[config.mk]
export PLATFORM = sky130hd
export DESIGN_NAME = pipeline_ctrl
export DESIGN_NICKNAME = d
export VERILOG_FILES = /design/src/rtl/pipeline_ctrl_pkg.sv /design/src/rtl/mem_wait_fsm.sv /design/src/rtl/pipeline_ctrl.sv
export SDC_FILE = /design/constraint.sdc
export NUM_CORES = 1
export LEC_CHECK = 0
export BUFFER_PORTS_ARGS = -buffer_cell sky130_fd_sc_hd__buf_2
export CAP_MARGIN = 25
export CORE_MARGIN = 4
export CORE_UTILIZATION = 49
export CTS_BUF_LIST = sky130_fd_sc_hd__clkbuf_4 sky130_fd_sc_hd__clkbuf_8
export CTS_CLUSTER_DIAMETER = 100
export CTS_CLUSTER_SIZE = 30
export DETAILED_ROUTE_END_ITERATION = 6
export GPL_TIMING_DRIVEN = 1
export PLACE_DENSITY = 0.79
export SETUP_SLACK_MARGIN = 0.02
export SYNTH_ARGS = -nofsm -noshare
export SYNTH_HDL_FRONTEND = slang
export SYNTH_HIERARCHICAL = 1
export SYNTH_SLANG_ARGS = --single-unit
export TNS_END_PERCENT = 100
[constraint.sdc]
create_clock -name clk -period 3.3 [get_ports clk]
set_input_delay 0.66 -clock clk [delete_from_list [all_inputs] [get_ports clk]]
set_output_delay 0.66 -clock clk [all_outputs]
set_load 0.1 [all_outputs]
[src/rtl/pipeline_ctrl_pkg.sv]
// Shared types and helpers for the pipeline controller: memory-wait FSM
// encodings, default parameters and the RAW operand-match helper.
package pipeline_ctrl_pkg;

    typedef enum logic [1:0] {
        ST_IDLE = 2'd0,
        ST_WAIT = 2'd1,
        ST_DONE = 2'd2
    } mem_st_e;

    localparam int MEM_WAIT_DEF = 4;
    localparam int CNT_W_DEF    = 16;

    // True when the ID instruction really reads register d.
    function automatic logic id_reads(
        input logic       src1_vld,
        input logic [3:0] src1,
        input logic       two_src,
        input logic [3:0] src2,
        input logic [3:0] d
    );
        return (src1_vld && (src1 == d)) || (two_src && (src2 == d));
    endfunction

endpackage

[src/rtl/mem_wait_fsm.sv]
// Multi-cycle data-memory wait sequencer: freezes the pipe for MEM_WAIT
// cycles per access, then releases for one retire cycle.
module mem_wait_fsm
    import pipeline_ctrl_pkg::*;
#(
    parameter int MEM_WAIT = MEM_WAIT_DEF
) (
    input  logic clk,
    input  logic rst,
    input  logic mem_req,
    output logic mem_freeze,
    output logic mem_busy
);

    localparam logic [3:0] LP_LOAD = (MEM_WAIT > 0) ? 4'(MEM_WAIT - 1) : 4'd0;

    mem_st_e    r_state, w_nxt_state;
    logic [3:0] r_cnt, w_nxt_cnt;
    logic       w_freeze;

    always_ff @(posedge clk) begin
        if (rst) begin
            r_state <= ST_IDLE;
            r_cnt   <= 4'd0;
        end else begin
            r_state <= w_nxt_state;
            r_cnt   <= w_nxt_cnt;
        end
    end

    always_comb begin
        w_nxt_state = r_state;
        w_nxt_cnt   = r_cnt;
        w_freeze    = 1'b0;
        case (r_state)
            ST_IDLE: begin
                if (mem_req && (MEM_WAIT > 0)) begin
                    w_freeze    = 1'b1;
                    w_nxt_cnt   = LP_LOAD;
                    w_nxt_state = (MEM_WAIT == 1) ? ST_DONE : ST_WAIT;
                end
            end
            ST_WAIT: begin
                w_freeze  = 1'b1;
                w_nxt_cnt = r_cnt - 4'd1;
                if (r_cnt == 4'd1) w_nxt_state = ST_DONE;
            end
            // Retire cycle: mem_req still names the finishing access, so ignore it.
            ST_DONE: w_nxt_state = ST_IDLE;
            default: w_nxt_state = ST_IDLE;
        endcase
    end

    assign mem_freeze = w_freeze & ~rst;
    assign mem_busy   = (r_state != ST_IDLE) & ~rst;

endmodule

[src/rtl/pipeline_ctrl.sv]
// Central pipeline controller: RAW stall, branch flush and memory freeze
// generation with saturating stall/flush statistics.
module pipeline_ctrl
    import pipeline_ctrl_pkg::*;
#(
    parameter int MEM_WAIT = MEM_WAIT_DEF,
    parameter int CNT_W    = CNT_W_DEF
) (
    input  logic             clk,
    input  logic             rst,
    input  logic             forward_en,
    input  logic [3:0]       id_src1,
    input  logic [3:0]       id_src2,
    input  logic             id_two_src,
    input  logic             id_src1_vld,
    input  logic [3:0]       exe_dest,
    input  logic             exe_wb_en,
    input  logic             exe_mem_r_en,
    input  logic [3:0]       mem_dest,
    input  logic             mem_wb_en,
    input  logic             mem_req,
    input  logic             branch_taken,
    output logic             hazard_freeze,
    output logic             flush,
    output logic             mem_freeze,
    output logic             mem_busy,
    output logic [CNT_W-1:0] stall_cnt,
    output logic [CNT_W-1:0] flush_cnt
);

    localparam logic [CNT_W-1:0] LP_ONE = CNT_W'(1);

    logic w_exe_hit, w_mem_hit, w_raw_hz, w_mem_freeze;
    logic [CNT_W-1:0] r_stall_cnt, r_flush_cnt;

    mem_wait_fsm #(.MEM_WAIT(MEM_WAIT)) u_mem_fsm (
        .clk        (clk),
        .rst        (rst),
        .mem_req    (mem_req),
        .mem_freeze (w_mem_freeze),
        .mem_busy   (mem_busy)
    );

    assign w_exe_hit = exe_wb_en & id_reads(id_src1_vld, id_src1, id_two_src, id_src2, exe_dest);
    assign w_mem_hit = mem_wb_en & id_reads(id_src1_vld, id_src1, id_two_src, id_src2, mem_dest);

    // With forwarding only a load in EXE cannot be bypassed in time.
    assign w_raw_hz = forward_en ? (w_exe_hit & exe_mem_r_en) : (w_exe_hit | w_mem_hit);

    assign mem_freeze    = w_mem_freeze;
    assign flush         = branch_taken & ~w_mem_freeze & ~rst;
    assign hazard_freeze = w_raw_hz & ~branch_taken & ~w_mem_freeze & ~rst;

    always_ff @(posedge clk) begin
        if (rst) begin
            r_stall_cnt <= '0;
            r_flush_cnt <= '0;
        end else begin
            if ((hazard_freeze | mem_freeze) && (r_stall_cnt != '1))
                r_stall_cnt <= r_stall_cnt + LP_ONE;
            if (flush && (r_flush_cnt != '1))
                r_flush_cnt <= r_flush_cnt + LP_ONE;
        end
    end

    assign stall_cnt = r_stall_cnt;
    assign flush_cnt = r_flush_cnt;

endmodule

==> impl_metrics.py, run 1 <==
metrics = {
    "placed_design": {
        "dp_hpwl_mm": 3.31,
        "place_inst": 343,
        "post_dp_cell_area_um2": 2360,
        "numPortBuffers": 61,
        "place.gp.congestion": 0.754,
    },
    "routing": {
        "vias": 1893,
        "antenna_left": 0,
        "routed_wl_mm": 4.55,
        "initialDrtViolationCount": 153,
        "drc_errors": 0,
        "drt_pass1_iterations": 4,
        "viasPerCell": 5.39,
        "wl_per_cell_um": 13.0,
    },
    "cts": {
        "h-tree-depth": 2,
        "post_cts_buffers": 0,
        "cts-root-buf": "clkbuf_8",
        "cts.clk_slew.worst_paths_ps": 80,
        "hold_buffers": 0,
        "ctsResizeCount": 0,
        "clock_latency_ps": 290,
        "cts-buffers-inserted": 5,
        "cts_sinks": 38,
        "cts.path.max_buffers": 2,
        "cts_tree": "built",
    },
    "layout": {
        "syn2layout_area_growth_pct": 25.0,
        "final_area_um2": 2510,
        "antenna_cells": 0,
        "fin_nets": 332,
        "fin_cells": 351,
        "drive_above_1_share": 0.277,
    },
    "die": {
        "die_h_um": 72.0,
        "placeableCoreArea_um2": 3800,
        "ios": 62,
        "chipWidth_um": 72.0,
        "start_util": 0.528,
        "die_area_um2": 5180,
        "placementRows": 22,
    },
    "synthesis": {
        "syn_nets": 271,
        "synth-edff-count": 0,
        "avgSynthCellArea_um2": 8.32,
        "synthTopCellsByArea": "dfxtp_1, xor2_1, nor2_1",
        "synth_cells": 241,
        "synth_top_area_cell": "dfxtp_1",
        "synthFlopType": "dfxtp_1",
        "synth_area_um2": 2010,
        "synth_cell_types": 41,
        "ys_warn_count": 6,
        "synthArstFlopShare": 0,
        "ys_seq_area_frac": 0.379,
        "synth-seq-cells": 38,
        "yosys.area.top_type_share": 0.379,
    },
    "pwr": {
        "powerDensity_nw_per_um2": 452,
        "ir_drop_v": 0.000204,
        "p_leak_nw": 1.06,
    },
    "min_path": {
        "hold_depth": 2,
        "min_path_type": "reg2reg",
    },
    "sta": {
        "max_freq_ghz": 0.358,
        "hold_slack_ps": 507,
        "final.setup_skew_ps": 8.39,
        "worst_pin_slew_ps": 770,
        "post-route-period-util": 0.846,
        "rsz0062_at_grt": "no",
        "slew_headroom": 0.482,
        "fin_tns_setup_ps": 0,
        "min_period_ps": 2790,
        "setup_violations": 0,
        "maxSlewViolCount": 0,
        "hold_violations": 0,
    },
    "job": {
        "max_cap_viol_count": 0,
    },
    "worst_setup_path": {
        "setup.worst_path.start_class": "input pin",
        "crit_type": "in2out",
        "arrival_ps": 2130,
        "critPathCaptureType": "primary output",
        "critical_path_required_ps": 2640,
        "crit_fanout": 2,
        "path_cells": "buf_2 -> inv_1 -> o21ai_0 -> nor4_1 -> nor4_1 -> nor4_4 -> buf_2",
        "cpPeakStageDelay_ps": 650,
        "reg2regPathDepth": 9,
        "slowest_stage": "nor4_1",
        "path_buf_inv": 3,
        "cp.depth": 7,
        "crit_family": "simple AND/OR/NAND/NOR gates",
    },
    "global_routing": {
        "track_usage": 0.179,
        "grt_pass1_wl_mm": 7.59,
        "grt_start_max_net_pins": 41,
        "grt_pass1_vias": 1754,
        "gr-total-overflow": 0,
        "antenna_found_initial": 0,
    },
    "outcome": {
        "status": "finished, final reports clean",
    },
}
-- tightest hold or removal path: stages (launching register included) --
cell,delay [ps]
dfxtp_1,330
o21ai_0,70
a21oi_1,60
-- cells by family after synthesis --
family,count (synthesis),synth area share
AO/OA/AOI/OAI,39,0.120
XOR/XNOR,31,0.135
adder cells (fa/ha/maj),4,0.0250
buffers and inverters,17,0.0393
flip-flops,38,0.379
multiplexers,3,0.0156
AND/OR/NAND/NOR,109,0.286
-- sequential cells by signal, indices dropped and copies added, names as in the netlist --
| signal | count |
|---|---|
| u_mem_fsm/r_cnt | 4 |
| flush_cnt | 16 |
| stall_cnt | 16 |
| u_mem_fsm/r_state | 2 |
-- cells in the mapped netlist, drive strengths merged, types with 3 or more instances --
cell and number:
ha 4, nor4 5, o21ai 14, nand2 18, clkbuf 5, xor2 21
xnor2 10, nor2 27, dfxtp 38, nand4 6, inv 7, nor3 3
and3 5, or3 14, nor2b 4, nand3 16, buf 5, a21oi 16
-- cells in the final DEF, fill, tap and decap left out, types with 2 or more instances in the layout --
cell type	synthesis	routed
inv_1	7	7
o21ai_0	14	14
and3_1	3	3
nand3_1	16	16
nor3_1	3	3
or3_1	14	14
nand2_1	17	17
o31ai_1	2	2
xnor2_1	10	10
dfxtp_1	38	38
ha_1	4	4
nor4_1	5	4
buf_4	1	3
clkbuf_8	0	6
or4_1	2	2
nor2_1	27	26
a21oi_1	16	16
nor2b_1	4	4
or2_2	2	2
and3_4	2	2
bufinv_16	0	2
nand4_1	6	6
xor2_1	21	21
mux2i_1	2	2
buf_2	3	61
-- cell type report --
class	count	area (µm²)
timing repair buffer	64	328
fill	328	1290
sequential	38	761
tap	48	60.1
multi-input combinational	186	1190
inverter	7	26.3
clock buffer	6	82.6
clock inverter	2	60.1
-- worst paths after layout --
kind / end / from / slack, ps
worst max-delay path: hazard_freeze / forward_en / 510
worst min-delay path: stall_cnt[10] / stall_cnt[10] / 510
worst max register to register: stall_cnt[7] / stall_cnt[0] / 1010
worst min register to register: stall_cnt[10] / stall_cnt[10] / 510
-- per-layer routing --
metal  wire [µm]  part of all wire  track usage  vias up
met5           0                 0            0        -
met4          66             0.015       0.0752        0
met3         215             0.047       0.0388        7
met2        2230              0.49        0.307       43
met1        2040              0.45        0.215      884
li1            -                 -            -      959
-- power breakdown --
group          internal [mW]  switching (mW)
Combinational         0.0522           0.112
Sequential             0.469          0.0127
Clock                  0.322           0.166
Total                  0.843           0.290
-- metrics by stage --
| stage | setup WS, ps | util | total power, mW |
|---|---|---|---|
| finish | 507 | 0.660 | 1.13 |
| global route | 373 | 0.660 | 1.18 |
| CTS | 507 | 0.660 | 1.15 |
| detailed placement | 509 | 0.623 | 0.655 |
| global placement | 571 | 0.623 | 0.651 |
| floorplan | 236 | - | 0.609 |
Power figures use the tool's default switching activity.
==> run 2: changes to the inputs <==
- clock period: 3.3 -> 2.6 ns (I/O delays scaled with it)
==> run 2 against run 1 <==
First-iteration DRC count shrank 43%; utilization grew 0.40 points; worst setup slack lost 270 ps; combinational power grew 32%; sequential share of layout area grew 0.27 points; sequential power grew 27%; highest routed layer unchanged.
==> impl_metrics.py, run 2 (synthesized netlist as in run 1, its figures left out) <==
metrics = {
    "layout": {
        "final_common_cell": "buf_2",
        "drive_above_1_share": 0.310,
        "final_area_um2": 2520,
        "antenna_cells": 0,
        "fin_cells": 351,
        "layout_common_cells": "buf_2, dfxtp_1, nor2_1",
        "fin_nets": 332,
        "seqCellArea_um2": 772,
        "fillerInstances": 349,
        "multiInputGateArea_um2": 1200,
        "syn2layout_area_growth_pct": 25.8,
    },
    "cts": {
        "cts-root-buf": "clkbuf_8",
        "ctsResizeCount": 0,
        "cts.path.max_buffers": 2,
        "hold_buffers": 0,
        "clock_latency_ps": 290,
        "h-tree-depth": 2,
        "cts.clk_slew.worst_paths_ps": 70,
        "cts_sinks": 38,
        "cts_tree": "built",
        "cts-buffers-inserted": 5,
        "post_cts_buffers": 0,
    },
    "job": {
        "max_cap_viol_count": 0,
    },
    "placed_design": {
        "numPortBuffers": 61,
        "preCtsSetupSlack_ps": 122,
        "post_dp_cell_area_um2": 2430,
        "place.gp.congestion": 0.747,
        "dp_hpwl_mm": 3.42,
        "place_inst": 343,
    },
    "sta": {
        "maxSlewViolCount": 0,
        "post-route-period-util": 0.908,
        "rsz0062_at_grt": "no",
        "min_period_ps": 2360,
        "hold_violations": 0,
        "timing.final.ws_setup_ps": 238,
        "worst_pin_slew_ps": 753,
        "setup_violations": 0,
        "max_freq_ghz": 0.423,
        "fin_tns_setup_ps": 0,
        "final.setup_skew_ps": 4.04,
        "hold_slack_ps": 502,
        "slew_headroom": 0.493,
    },
    "worst_setup_path": {
        "crit_type": "in2out",
        "critical_path_required_ps": 2080,
        "crit_fanout": 2,
        "critPathCaptureType": "primary output",
        "setup.worst_path.start_class": "input pin",
        "arrival_ps": 1840,
        "regToRegStartpoint": "stall_cnt[0]",
        "crit_start": "forward_en",
    },
    "pwr": {
        "p_clk_frac": 0.340,
        "switchingPower_mw": 0.363,
        "p_leak_nw": 1.06,
        "p_comb_frac": 0.172,
        "seq_power_share": 0.487,
        "powerDensity_nw_per_um2": 498,
        "internal_power_mw": 0.893,
        "ir_drop_v": 0.000218,
        "power.share.switching": 0.289,
    },
    "routing": {
        "routed_wl_mm": 4.47,
        "vias": 1858,
        "drc_errors": 0,
        "initialDrtViolationCount": 87,
        "drt_pass1_iterations": 4,
        "antenna_left": 0,
        "viasPerCell": 5.29,
        "wl_per_cell_um": 12.7,
    },
    "die": {
        "chipWidth_um": 72.0,
        "placementRows": 22,
        "start_util": 0.528,
        "die_h_um": 72.0,
        "placeableCoreArea_um2": 3800,
        "ios": 62,
        "die_area_um2": 5180,
    },
    "min_path": {
        "min_path_type": "reg2reg",
        "hp-start": "stall_cnt[10]",
    },
    "global_routing": {
        "grt_start_max_net_pins": 32,
        "antenna_found_initial": 0,
        "gr-total-overflow": 0,
        "grt_pass1_wl_mm": 7.83,
        "track_usage": 0.186,
        "grt_pass1_vias": 1839,
    },
    "outcome": {
        "status": "finished, final reports clean",
    },
}
## run 2: path summary, 6_finish.rpt
kind                   end  slack, ps  depth (start not counted)
max reg2reg   stall_cnt[7]        370                          9
min          stall_cnt[10]        500                          2
max          hazard_freeze        240                          7
min reg2reg  stall_cnt[10]        500                          2
## run 2: area by class of cell
class,count,area share
multi-input combinational,186,0.475
inverter,7,0.0104
tap,48,0.0238
clock buffer,7,0.0357
clock inverter,1,0.00198
sequential,38,0.306
timing repair buffer,64,0.147
## run 2: routing by layer
layer,part of all wire,up-vias,routed length [µm],global-route usage
li1,-,957,-,-
met1,0.41,846,1850,0.207
met2,0.50,49,2230,0.331
met3,0.073,6,324,0.0596
met4,0.013,0,59,0.0689
met5,0,-,0,0
## run 2: per-stage QoR
| step | util | power (mW) |
|---|---|---|
| after floorplan | - | 0.777 |
| after global placement | 0.639 | 0.837 |
| after detailed placement | 0.639 | 0.842 |
| after CTS | 0.664 | 1.27 |
| after global routing | 0.664 | 1.31 |
| final | 0.664 | 1.26 |
## run 2: worst max-delay path, stage by stage
cell	delay, ps
buf_2	90
inv_1	30
o21ai_0	210
nor4_1	90
nor4_1	640
nor4_4	70
buf_12	200
## run 2: power by group through the flow
| stage | clock, mW | combinational [mW] | sequential (mW) |
|---|---|---|---|
| 4_1_cts | 0.440 | 0.218 | 0.612 |
| 2_1_floorplan | 0 | 0.118 | 0.659 |
| 5_1_grt | 0.460 | 0.236 | 0.615 |
| 3_3_place_gp | 0 | 0.212 | 0.625 |
| 6_report | 0.428 | 0.217 | 0.612 |
| 3_5_place_dp | 0 | 0.217 | 0.625 |
